--- src/rtl/sb_incr_traffic_checker_word_check.sv ---
// Returned-word comparator with a registered
// one-cycle mismatch strobe.
module sb_incr_word_check #(
  parameter int DW = 256
) (
  input  logic          clk,
  input  logic          rst,
  input  logic          fire,
  input  logic [DW-1:0] rx_data,
  input  logic          rx_last,
  input  logic [DW-1:0] exp_data,
  input  logic          exp_last,
  output logic          mismatch
);

  logic bad;

  assign bad = (rx_data != exp_data) ||
               (rx_last != exp_last);

  // strobe only for words actually transferred
  always_ff @(posedge clk) begin
    if (rst) begin
      mismatch <= 1'b0;
    end else begin
      mismatch <= fire && bad;
    end
  end

endmodule

--- config.mk ---
export PLATFORM = sky130hd
export DESIGN_NAME = sb_incr_word_check
export DESIGN_NICKNAME = d
export VERILOG_FILES = /design/src/rtl/sb_incr_traffic_checker_word_check.sv
export SDC_FILE = /design/constraint.sdc
export NUM_CORES = 1
export LEC_CHECK = 0
export CAP_MARGIN = 20
export CORE_AREA = 2 2 204 206
export DETAILED_ROUTE_END_ITERATION = 10
export DIE_AREA = 0 0 206 208
export SYNTH_ARGS = -nofsm -noshare
export SYNTH_HDL_FRONTEND = slang
export SYNTH_SLANG_ARGS = --single-unit
export TNS_END_PERCENT = 30
--- constraint.sdc ---
create_clock -name clk -period 2.7 [get_ports clk]
set_input_delay 0.81 -clock clk [delete_from_list [all_inputs] [get_ports clk]]
set_output_delay 0.81 -clock clk [all_outputs]
set_load 0.02 [all_outputs]
* After elaboration in Yosys (flattened, before gate mapping)
Cells that the tools add are included.
** Word-level totals
- Logic and storage cells :: 5
- Output and inout bits :: 1
- Bits in registers :: 1
- Bits of input ports :: 517
** Operators by class
- Equality and inequality tests :: 2
- Reductions and logical operators :: 2
** Operators by type and width (number)
- != test 256 bit :: 1
- logical AND 1 bit :: 1
- logical OR 1 bit :: 1
- != test 1 bit :: 1

* Logic depth before layout (Yosys ltp)
- Depth after elaboration :: 3
- Gate-level depth with buffers :: 6

* Least setup slack after synthesis
OpenSTA, ideal clock, no wires.
- Path kind :: input to register
- Start :: in exp_data[177]
- End :: reg mismatch
- Data required time :: 2.564 ns
- Setup slack :: 0.660 ns
- Library setup time :: 0.136 ns
- Arrival :: 1.904 ns
- Stages on the path :: 6
- Path through :: xor2_1 nor4_1 nand4_1 or4_1 nor3_2 a311oi_1
** Between the ends
- Longest elaborated chain between the ends :: 3
** Ends and longest elaborated chain
- from (decl) :: RTL line 11 : input logic [DW-1:0] exp_data,
- != test 256 bit :: RTL line 18 : assign bad = (rx_data != exp_data) ||
- logical OR 1 bit :: RTL line 18
- logical AND 1 bit :: RTL line 26 : mismatch <= fire && bad;
- to (signal assigned) :: RTL line 26
- to (decl) :: RTL line 13 : output logic mismatch
Every way passes these cells.
A chain may end at the register's enable or synchronous reset.

* Worst setup path in the final report
- Start :: in exp_data[145]
- End :: reg mismatch
The elaborated chain is that of the path after synthesis.

==> flow_summary_export.csv <==
group,metric,value,unit
route,num_vias,4537,
synthesis,syn_nets,868,
global_route,grt_overflow,0,
die,floorplan.initialDensity,0.0701,
power_and_ir_drop,power_leakage,3.33,nW
cells_and_area,layout.nets,1406,
route,drc,0,
power_and_ir_drop,fin_total_pwr,1.20,mW
synthesis,postSynthCellCount,351,
route,drtIter0Drc,63,
synthesis,ys_types,16,
sta,worst_pin_slew,0.548,ns
synthesis,synthTopCellsByArea,"xnor2_1 (41%), xor2_1 (37%), nand4_1 (8.6%)",
die,pin_count,518,
critical_path,crit_start,"exp_data[145]",
cells_and_area,drive_gt1_frac,0.0620,
synthesis,yosysMostFrequentCell,"xnor2_1",
clock_tree,cts.clk_slew.worst_paths,0,ns
placement,gp_congestion,0.862,
route,firstDrtPassIters,4,
sta,maxSlewViolCount,0,
cells_and_area,antennaDiodeCount,0,
power_and_ir_drop,cellPowerDensity,136,mW/mm^2
route,wirelength,19700,um
synthesis,synth_edf_count,0,
synthesis,synth_top_area_share,0.413,
sta,fin_crit_sh,1.01,
die,num_rows,74,
global_route,grt_max_degree,3,
cells_and_area,area_delta_synth_final,213,%
synthesis,netlist_area,0.00284,mm^2
sta,fmax,0.368,GHz
sta,finalSetupViolCount,1,
hold_path,hp-class,"in -> reg",
synthesis,async_flop_share,0,
critical_path,startpoint_type,"input pin",
status,outcome,"finished, violations left",
die,coreArea,0.0406,mm^2
sta,hold_viol,0,
placement,dp_cells,1424,
synthesis,syn_area_per_cell,8.10,um^2
die,fp.dieW,206,um
die,die_height,208,um
critical_path,crit_end,"mismatch",
synthesis,ys_seq_elements,1,
flow_run,drv_cap,0,
placement,port-buffer-count,517,
route,post_drt_wl_per_cell,13.9,um
sta,whs,1.38,ns
synthesis,ys_seq_area_frac,0.00705,
critical_path,cp-end-kind,"flip-flop",
sta,max_slew_margin,0.633,
global_route,grtUsageTotal,0.0829,
synthesis,yosys_most_used_dff,"dfxtp_1",
synthesis,yosys.area.top_type,"xnor2_1",
route,ant_nets,0,
sta,post-route-min-period,2.72,ns
placement,pre_cts_ws,-1.26,ns
critical_path,crit_type,"in -> reg",
synthesis,synth_commonest_cells,"xnor2_1 (134), xor2_1 (119), nand4_1 (39), nor4_1 (39), inv_1 (5)",
critical_path,critical_path_arrival,2.58,ns
critical_path,cp_max_fo,1,
critical_path,worstPathRequired,2.56,ns
global_route,grt_pass1_wl,26800,um
power_and_ir_drop,ir_drop,0.0000511,V
global_route,grt_pass1_vias,5008,
cells_and_area,largest_register,"mismatch",
status,violations,"negative setup slack",
cells_and_area,reg.largest.list,"mismatch x1",
die,dieArea,0.0428,mm^2
route,vias_per_cell,3.20,
sta,rsz0062_at_grt,"true",
synthesis,yosys_warnings,0,
placement,dp_hpwl,19100,um
cells_and_area,largest_reg_flops,1,
cells_and_area,final-instance-count-excl-fill,1419,
global_route,grt_antenna_before_repair,1,
sta,finalWorstSetupSlack,-0.0168,ns
metal layers:
layer,vias to the layer above,global-route usage,routed length [um]
li1,2296,-,-
met1,1922,0.0789,6580
met2,299,0.176,10700
met3,20,0.0171,1960
met4,0,0.0165,437
met5,-,0,0
cell type report:
| type | instances | area, um^2 |
|---|---|---|
| fillers | 4582 | 31700 |
| inverters | 5 | 18.8 |
| multi-input cells | 345 | 3040 |
| flip-flops and latches | 1 | 20.0 |
| well taps | 532 | 666 |
| repair buffers | 536 | 5150 |
power breakdown:
group / switching, mW / internal, mW
combinational: 0.362 / 0.826
sequential: 0.000527 / 0.0159
clock: 0 / 0
metrics by stage:
step / instance area [um^2] / utilization / setup TNS (ns)
2_1_floorplan: 2840 / - / 0
3_3_place_gp: 8860 / 0.219 / -1.23
3_5_place_dp: 8860 / 0.219 / -1.26
4_1_cts: 8880 / 0.219 / -0.0929
5_1_grt: 8890 / 0.219 / -0.182
6_report: 8890 / 0.219 / -0.0168
repair_timing:
item,in CTS,in global routing
pin swaps,97,2
buffers inserted,0,0
hold buffers,0,0
endpoints found under the setup margin,1,1
resized for setup,220,1
how the worst min path moves through the flow:
stage / depth (start not counted) / endpoint / start
2_1_floorplan: 1 / mismatch / rst
3_3_place_gp: 2 / mismatch / rst
3_5_place_dp: 2 / mismatch / rst
4_1_cts: 3 / mismatch / fire
5_1_grt: 2 / mismatch / rst
6_report: 3 / mismatch / fire
cell families after synthesis:
group,Yosys count,synth area share
AO/OA/AOI/OAI,5,0.0128
XOR/XNOR,253,0.780
buffers and inverters,5,0.00661
flip-flops,1,0.00705
AND/OR/NAND/NOR,87,0.194
worst max-delay path, cell delays in order:
cell and delay (ns):
clkdlybuf4s50_1 0.41, xor2_1 0.17, nor4_2 0.40, nand4_1 0.23, nor4_4 0.34, buf_4 0.15
a311oi_1 0.07
cell usage in the layout, fill, tap and decap left out, drive strengths merged:
cell,instances
clkdlybuf4s50,371
xnor2,134
dlygate4sd2,127
xor2,119
nand4,40
nor4,39
buf,27
clkdlybuf4s15,11
inv,5
nand3,3
o22ai,2
a22oi,2
nor3,2
or4,1
nand2,1
and4,1
a311oi,1
dfxtp,1
No activity file was read; power rests on OpenSTA's default activity.
